==> src/rtl/shared_add_arbiter_if.sv <==
// ============================================================================
// Module : shared_add_arbiter_if
// Brief  : Request/response channels of both cores toward the shared adder.
// Rev    : 1.0  initial release
// ============================================================================
`default_nettype none

interface shared_add_arbiter_if #(
  parameter int OP_W = 8
);
  logic            req0_valid;
  logic            req0_ready;
  logic [OP_W-1:0] req0_a;
  logic [OP_W-1:0] req0_b;
  logic            rsp0_valid;
  logic            rsp0_ready;
  logic [OP_W:0]   rsp0_sum;

  logic            req1_valid;
  logic            req1_ready;
  logic [OP_W-1:0] req1_a;
  logic [OP_W-1:0] req1_b;
  logic            rsp1_valid;
  logic            rsp1_ready;
  logic [OP_W:0]   rsp1_sum;

  modport master (
    output req0_valid, req0_a, req0_b, rsp0_ready,
    output req1_valid, req1_a, req1_b, rsp1_ready,
    input  req0_ready, rsp0_valid, rsp0_sum,
    input  req1_ready, rsp1_valid, rsp1_sum
  );

  modport slave (
    input  req0_valid, req0_a, req0_b, rsp0_ready,
    input  req1_valid, req1_a, req1_b, rsp1_ready,
    output req0_ready, rsp0_valid, rsp0_sum,
    output req1_ready, rsp1_valid, rsp1_sum
  );
endinterface

`default_nettype wire

==> src/rtl/shared_add_arbiter.sv <==
// ============================================================================
// Module : shared_add_arbiter
// Brief  : Two-core arbiter/sequencer time-sharing one 8-bit carry-lookahead
//          adder. Define SHARED_ADD_RR_EN for round-robin, else fixed priority.
// Rev    : 1.0  initial release
// ============================================================================
`default_nettype none

module shared_add_arbiter #(
  parameter int OP_W = 8
) (
  input  wire logic            clk,
  input  wire logic            rst,
  shared_add_arbiter_if.slave  bus,
  output logic                 busy,
  output logic                 grant_id
);

  localparam int NBLK = OP_W / 4;

  typedef enum logic [1:0] {
    ST_IDLE = 2'd0,
    ST_EXEC = 2'd1,
    ST_RESP = 2'd2
  } state_t;

  state_t          r_state;
  state_t          w_state_nxt;
  logic [OP_W-1:0] r_op_a;
  logic [OP_W-1:0] r_op_b;
  logic [OP_W:0]   r_result;
  logic            r_grant;
  logic            w_win;
  logic            w_accept;
  logic            w_rsp_fire;

  // Shared adder: 4-bit lookahead blocks, block carries chained.
  logic [OP_W-1:0] w_g;
  logic [OP_W-1:0] w_p;
  logic [OP_W:0]   w_c;
  logic [OP_W:0]   w_sum;

  assign w_g    = r_op_a & r_op_b;
  assign w_p    = r_op_a ^ r_op_b;
  assign w_c[0] = 1'b0;

  generate
    for (genvar blk = 0; blk < NBLK; blk++) begin : g_cla_blk
      localparam int B = blk * 4;
      assign w_c[B+1] = w_g[B] | (w_p[B] & w_c[B]);
      assign w_c[B+2] = w_g[B+1] | (w_p[B+1] & w_g[B])
                      | (w_p[B+1] & w_p[B] & w_c[B]);
      assign w_c[B+3] = w_g[B+2] | (w_p[B+2] & w_g[B+1])
                      | (w_p[B+2] & w_p[B+1] & w_g[B])
                      | (w_p[B+2] & w_p[B+1] & w_p[B] & w_c[B]);
      assign w_c[B+4] = w_g[B+3] | (w_p[B+3] & w_g[B+2])
                      | (w_p[B+3] & w_p[B+2] & w_g[B+1])
                      | (w_p[B+3] & w_p[B+2] & w_p[B+1] & w_g[B])
                      | (w_p[B+3] & w_p[B+2] & w_p[B+1] & w_p[B] & w_c[B]);
    end
  endgenerate

  assign w_sum = {w_c[OP_W], w_p ^ w_c[OP_W-1:0]};

`ifdef SHARED_ADD_RR_EN
  logic r_ptr;

  always_ff @(posedge clk or posedge rst) begin
    if (rst) begin
      r_ptr <= 1'b0;
    end else if (w_rsp_fire) begin
      r_ptr <= ~r_grant;
    end
  end
`endif

  always_ff @(posedge clk or posedge rst) begin
    if (rst) begin
      r_state <= ST_IDLE;
    end else begin
      r_state <= w_state_nxt;
    end
  end

  always_comb begin
    w_state_nxt    = r_state;
    w_win          = ~bus.req0_valid;
`ifdef SHARED_ADD_RR_EN
    if (bus.req0_valid && bus.req1_valid) begin
      w_win = r_ptr;
    end
`endif
    // Ready is gated by rst so it stays low throughout reset assertion.
    w_accept       = (r_state == ST_IDLE) && !rst
                   && (bus.req0_valid || bus.req1_valid);
    w_rsp_fire     = (r_state == ST_RESP)
                   && (r_grant ? bus.rsp1_ready : bus.rsp0_ready);
    bus.req0_ready = w_accept && !w_win;
    bus.req1_ready = w_accept && w_win;
    case (r_state)
      ST_IDLE: if (w_accept)   w_state_nxt = ST_EXEC;
      ST_EXEC:                 w_state_nxt = ST_RESP;
      ST_RESP: if (w_rsp_fire) w_state_nxt = ST_IDLE;
      default:                 w_state_nxt = ST_IDLE;
    endcase
  end

  always_ff @(posedge clk or posedge rst) begin
    if (rst) begin
      r_op_a   <= '0;
      r_op_b   <= '0;
      r_result <= '0;
      r_grant  <= 1'b0;
    end else begin
      if (w_accept) begin
        r_op_a  <= w_win ? bus.req1_a : bus.req0_a;
        r_op_b  <= w_win ? bus.req1_b : bus.req0_b;
        r_grant <= w_win;
      end
      if (r_state == ST_EXEC) begin
        r_result <= w_sum;
      end
    end
  end

  assign bus.rsp0_valid = (r_state == ST_RESP) && !r_grant;
  assign bus.rsp1_valid = (r_state == ST_RESP) && r_grant;
  assign bus.rsp0_sum   = r_result;
  assign bus.rsp1_sum   = r_result;
  assign busy           = (r_state != ST_IDLE);
  assign grant_id       = r_grant;

endmodule

`default_nettype wire

==> src/flat_wrapper.sv <==
// flat-port wrapper written by rule: the top's interface ports become plain ports
module shared_add_arbiter_flat 
#(
  parameter int OP_W = 8
)
  (clk, rst, busy, grant_id, bus_req0_valid, bus_req0_a, bus_req0_b, bus_rsp0_ready, bus_req1_valid, bus_req1_a, bus_req1_b, bus_rsp1_ready, bus_req0_ready, bus_rsp0_valid, bus_rsp0_sum, bus_req1_ready, bus_rsp1_valid, bus_rsp1_sum);
  shared_add_arbiter_if #(.OP_W(OP_W)) bus_i ();
  input  wire logic clk;
  input  wire logic rst;
  output logic busy;
  output logic grant_id;
  input wire logic [$bits(bus_i.req0_valid)-1:0] bus_req0_valid;
  input wire logic [$bits(bus_i.req0_a)-1:0] bus_req0_a;
  input wire logic [$bits(bus_i.req0_b)-1:0] bus_req0_b;
  input wire logic [$bits(bus_i.rsp0_ready)-1:0] bus_rsp0_ready;
  input wire logic [$bits(bus_i.req1_valid)-1:0] bus_req1_valid;
  input wire logic [$bits(bus_i.req1_a)-1:0] bus_req1_a;
  input wire logic [$bits(bus_i.req1_b)-1:0] bus_req1_b;
  input wire logic [$bits(bus_i.rsp1_ready)-1:0] bus_rsp1_ready;
  output wire logic [$bits(bus_i.req0_ready)-1:0] bus_req0_ready;
  output wire logic [$bits(bus_i.rsp0_valid)-1:0] bus_rsp0_valid;
  output wire logic [$bits(bus_i.rsp0_sum)-1:0] bus_rsp0_sum;
  output wire logic [$bits(bus_i.req1_ready)-1:0] bus_req1_ready;
  output wire logic [$bits(bus_i.rsp1_valid)-1:0] bus_rsp1_valid;
  output wire logic [$bits(bus_i.rsp1_sum)-1:0] bus_rsp1_sum;
  assign bus_i.req0_valid = bus_req0_valid;
  assign bus_i.req0_a = bus_req0_a;
  assign bus_i.req0_b = bus_req0_b;
  assign bus_i.rsp0_ready = bus_rsp0_ready;
  assign bus_i.req1_valid = bus_req1_valid;
  assign bus_i.req1_a = bus_req1_a;
  assign bus_i.req1_b = bus_req1_b;
  assign bus_i.rsp1_ready = bus_rsp1_ready;
  assign bus_req0_ready = bus_i.req0_ready;
  assign bus_rsp0_valid = bus_i.rsp0_valid;
  assign bus_rsp0_sum = bus_i.rsp0_sum;
  assign bus_req1_ready = bus_i.req1_ready;
  assign bus_rsp1_valid = bus_i.rsp1_valid;
  assign bus_rsp1_sum = bus_i.rsp1_sum;
  shared_add_arbiter #(.OP_W(OP_W)) u_core (.clk(clk), .rst(rst), .bus(bus_i), .busy(busy), .grant_id(grant_id));
endmodule
==> config.mk <==
export PLATFORM = sky130hd
export DESIGN_NAME = shared_add_arbiter_flat
export DESIGN_NICKNAME = d
export VERILOG_FILES = /design/src/rtl/shared_add_arbiter_if.sv /design/src/rtl/shared_add_arbiter.sv /design/src/flat_wrapper.sv
export SDC_FILE = /design/constraint.sdc
export NUM_CORES = 1
export LEC_CHECK = 0
export CORE_MARGIN = 4
export CORE_UTILIZATION = 39
export CTS_CLUSTER_SIZE = 16
export DETAILED_ROUTE_END_ITERATION = 8
export GPL_TIMING_DRIVEN = 1
export PLACE_DENSITY = 0.83
export SYNTH_ARGS = -nofsm -noshare
export SYNTH_HDL_FRONTEND = slang
export SYNTH_SLANG_ARGS = --single-unit
export TNS_END_PERCENT = 20
==> constraint.sdc <==
create_clock -name clk -period 1.9 [get_ports clk]
set_input_delay 0.38 -clock clk [delete_from_list [all_inputs] [get_ports clk]]
set_output_delay 0.38 -clock clk [all_outputs]
set_load 0.01 [all_outputs]
==> flow_summary_export.csv <==
group,metric,value,unit
run_status,status,"finished with violations",
run_status,violations,"negative setup slack",
drt,drtAntennaViolNets,0,
final_layout,area_delta_synth_final,47.7,%
final_layout,n_antenna_cell,0,
grt,grt_use_total,0.132,
logic_synthesis,yosys.area_share.xor_xnor,0.0165,
logic_synthesis,yosys-top-cells-area,"dfrtp_1, mux2i_1, ha_1",
logic_synthesis,synth_top_family_by_area,"compound AO/OA/AOI/OAI gates",
drt,dr.pass1.iters,4,
critical_path,cp.depth,5,
cts,cts.sinks,28,
cts,cts_tree,"built",
floorplanning,core_region_area,0.00380,mm^2
drt,routedWlPerCell,12.3,um
grt,grt_pass1_wl,5.48,mm
critical_path,reg2reg_depth,5,
final_layout,fillers,334,
floorplanning,dieArea,0.00516,mm^2
critical_path,crit_path_max_fanout,2,
critical_path,critPathKind,"reg -> reg",
critical_path,cp_top_family,"adder cells",
final_layout,multiInputGateArea,790,um^2
drt,drtIter0Drc,41,
final_layout,drive_gt1_frac,0.153,
cts,cts_hold_buf,0,
power_and_ir_drop,vdd_ir_drop_max,0.597,mV
final_layout,fin_util,0.618,
timing,worst_pin_slew,354,ps
grt,antenna_found_initial,0,
floorplanning,ios,62,
timing,setup_slack,-22.7,ps
logic_synthesis,ys_seq_area_frac,0.441,
floorplanning,die_y,71.9,um
timing,min_period_over_period,1.01,
critical_path,end_kind,"flip-flop",
logic_synthesis,ys_types,33,
timing,max_slew_margin,0.764,
critical_path,path_buf_inv,0,
logic_synthesis,ys_ff_latch,28,
floorplanning,die_x,71.9,um
logic_synthesis,ys_top_cells_by_count,"dfrtp_1, nor2_1, a21oi_1, mux2i_1, buf_4",
logic_synthesis,yosys_warnings,0,
cts,clkSlewWorstSetupHoldPaths,90,ps
timing,holdWs,378,ps
cts,h-tree-depth,1,
grt,grt_overflow,0,
timing,setup_viol,2,
logic_synthesis,synth_fa_ha_area_frac,0.0881,
logic_synthesis,synthCells,151,
timing,layout_min_cycle_time,1920,ps
floorplanning,core.rowCount,22,
place,dp_hpwl,2.56,mm
power_and_ir_drop,powerDensity,1560,mW/mm^2
logic_synthesis,syn-cell-area,0.00159,mm^2
drt,wl,3.24,mm
logic_synthesis,synth_edf_count,0,
critical_path,start_kind,"flip-flop",
logic_synthesis,yosysTopAreaCell,"dfrtp_1",
drt,remaining_drc_errors,0,
hold_path,min-delay-path-class,"in -> async",
timing,hold_viol_final,0,
cts,clock_path_buffers,2,
timing,maxSlewViolCount,0,
logic_synthesis,synth_top_area_frac,0.441,
cts,cts-buffers-inserted,3,
critical_path,critPathRequiredTime,2070,ps
logic_synthesis,synthSimpleGateAreaFrac,0.110,
drt,vias,1292,
timing,finClkSkew,2.26,ps
final_layout,seq_area,701,um^2
logic_synthesis,synth-compound-area-share,0.130,
drt,routed_via_density,4.89,
logic_synthesis,muxShareOfSynthArea,0.122,
cts,ctsRootBufferMaster,"clkbuf_8",
final_layout,nets,265,
critical_path,crit_slowest_cell,"fa_1",
cts,clk_latency,270,ps
grt,grt_pass1_vias,1231,
cts,postCtsSetupBuffers,0,
power_and_ir_drop,p_leak,1.05,nW
place,gp_congestion,0.781,
critical_path,cp_data_arrival_time,2090,ps
timing,rsz0062_at_grt,"yes",
logic_synthesis,syn_area_per_cell,10.5,um^2
critical_path,slowest_delay,450,ps
floorplanning,floorplan.initialDensity,0.419,
timing,fmax,520,MHz
critical_path,crit_chain,"ha_1 > a41o_1 > o21bai_4 > fa_1 > mux2_2",
job,max_cap_violations,0,
logic_synthesis,ys_async_sr_fraction,1.00,
grt,grt_start_max_net_pins,35,
logic_synthesis,synth_fp_nets,199,
logic_synthesis,ys.flop_type,"dfrtp_1",
logic_synthesis,yosysMostFrequentCell,"dfrtp_1",
place,io_buffers,61,
worst paths after layout:
path	startpoint	endpoint	slack [ps]
max	u_core.r_op_b[1]	u_core.bus.rsp0_sum[4]	-20
min	rst	u_core.grant_id	380
max reg2reg	u_core.r_op_b[1]	u_core.bus.rsp0_sum[4]	-20
min reg2reg	u_core.bus.rsp0_sum[5]	u_core.bus.rsp0_sum[5]	510
max in group asynchronous	rst	u_core.r_op_a[0]	1260
min in group clk	u_core.bus.rsp0_sum[5]	u_core.bus.rsp0_sum[5]	510
layout by cell type, fill, tap and decap left out, drive strengths merged:
| master | Yosys | routed |
|---|---|---|
| o21bai | 2 | 2 |
| clkbuf | 1 | 4 |
| o2bb2ai | 1 | 1 |
| or2b | 2 | 2 |
| clkdlybuf4s50 | 0 | 55 |
| a311oi | 1 | 1 |
| xor2 | 1 | 1 |
| a21oi | 18 | 18 |
| dfrtp | 28 | 28 |
| buf | 15 | 17 |
| nand4 | 1 | 1 |
| o41ai | 1 | 1 |
| o31ai | 1 | 1 |
| inv | 6 | 6 |
| and2 | 1 | 1 |
| ha | 8 | 8 |
| nand2 | 6 | 6 |
| xnor2 | 2 | 2 |
| and4 | 1 | 1 |
| dlygate4sd2 | 0 | 4 |
| a21o | 2 | 2 |
| fa | 2 | 2 |
| or2 | 1 | 1 |
| nand2b | 1 | 1 |
| mux2 | 3 | 3 |
| clkdlybuf4s15 | 0 | 1 |
| nor4 | 2 | 2 |
| o31a | 2 | 2 |
| nor2 | 19 | 19 |
| mux2i | 16 | 16 |
| nor3 | 1 | 1 |
| a41o | 1 | 1 |
| o21ai | 5 | 5 |
worst register-to-register path, delay by kind of cell (launching register included):
kind / cells / cell delay [ps]
AO/OA/AOI/OAI: 2 / 390
adder cells (fa/ha/maj): 2 / 770
flip-flops: 1 / 400
multiplexers: 1 / 260
flip-flops by register name, indices dropped and copies added (netlist names):
register	flops
u_core.r_op_a	8
u_core.r_op_b	8
u_core.bus.rsp0_sum	9
u_core.r_state	2
u_core.grant_id	1
metrics by stage:
stage	power [W]	instance area [um^2]	cells	worst slack (ps)	TNS (ps)
3_5_place_dp	0.00328	2280	260	-497	-1050
5_1_grt	0.00398	2350	264	-78.3	-249
2_1_floorplan	0.00245	1610	151	3.69	0
3_3_place_gp	0.00321	2280	260	-457	-960
4_1_cts	0.00366	2340	264	-63.0	-122
6_report	0.00366	2350	264	-22.7	-28.4
area by class of cell:
type | instances | area share
clock buffer | 4 | 0.0234
inverter | 6 | 0.00959
multi-input combinational | 101 | 0.336
sequential | 28 | 0.298
tap | 48 | 0.0256
timing repair buffer | 77 | 0.307
power breakdown:
part           internal, W  leakage, nW  switching (W)  total, W
clock network     0.000185       0.0288       0.000178  0.000363
logic              0.00124        0.698       0.000955   0.00220
registers         0.000881        0.322       0.000217   0.00110
repair_timing:
| item | 4_1_cts | 5_1_grt |
|---|---|---|
| endpoints found under the setup margin | 7 | 6 |
| gates resized for setup | 11 | 3 |
| pin swaps | 3 | 4 |
metal layers:
layer,GRT usage,up-vias,routed length (um),part of all wire
met2,0.222,42,1520,0.47
met3,0.0281,2,244,0.075
met4,0.0376,0,14,0.0043
li1,-,650,-,-
met5,0,-,0,0
met1,0.169,598,1450,0.45
cells by family (layout without fill, tap and decap cells):
kind of cell / Yosys count / after routing
XOR/XNOR: 3 / 3
multiplexers: 19 / 19
AND/OR/NAND/NOR: 35 / 35
flip-flops: 28 / 28
AO/OA/AOI/OAI: 34 / 34
buffers and inverters: 22 / 87
adder cells (fa/ha/maj): 10 / 10
Note: power is estimated with default switching activity, not from simulation.
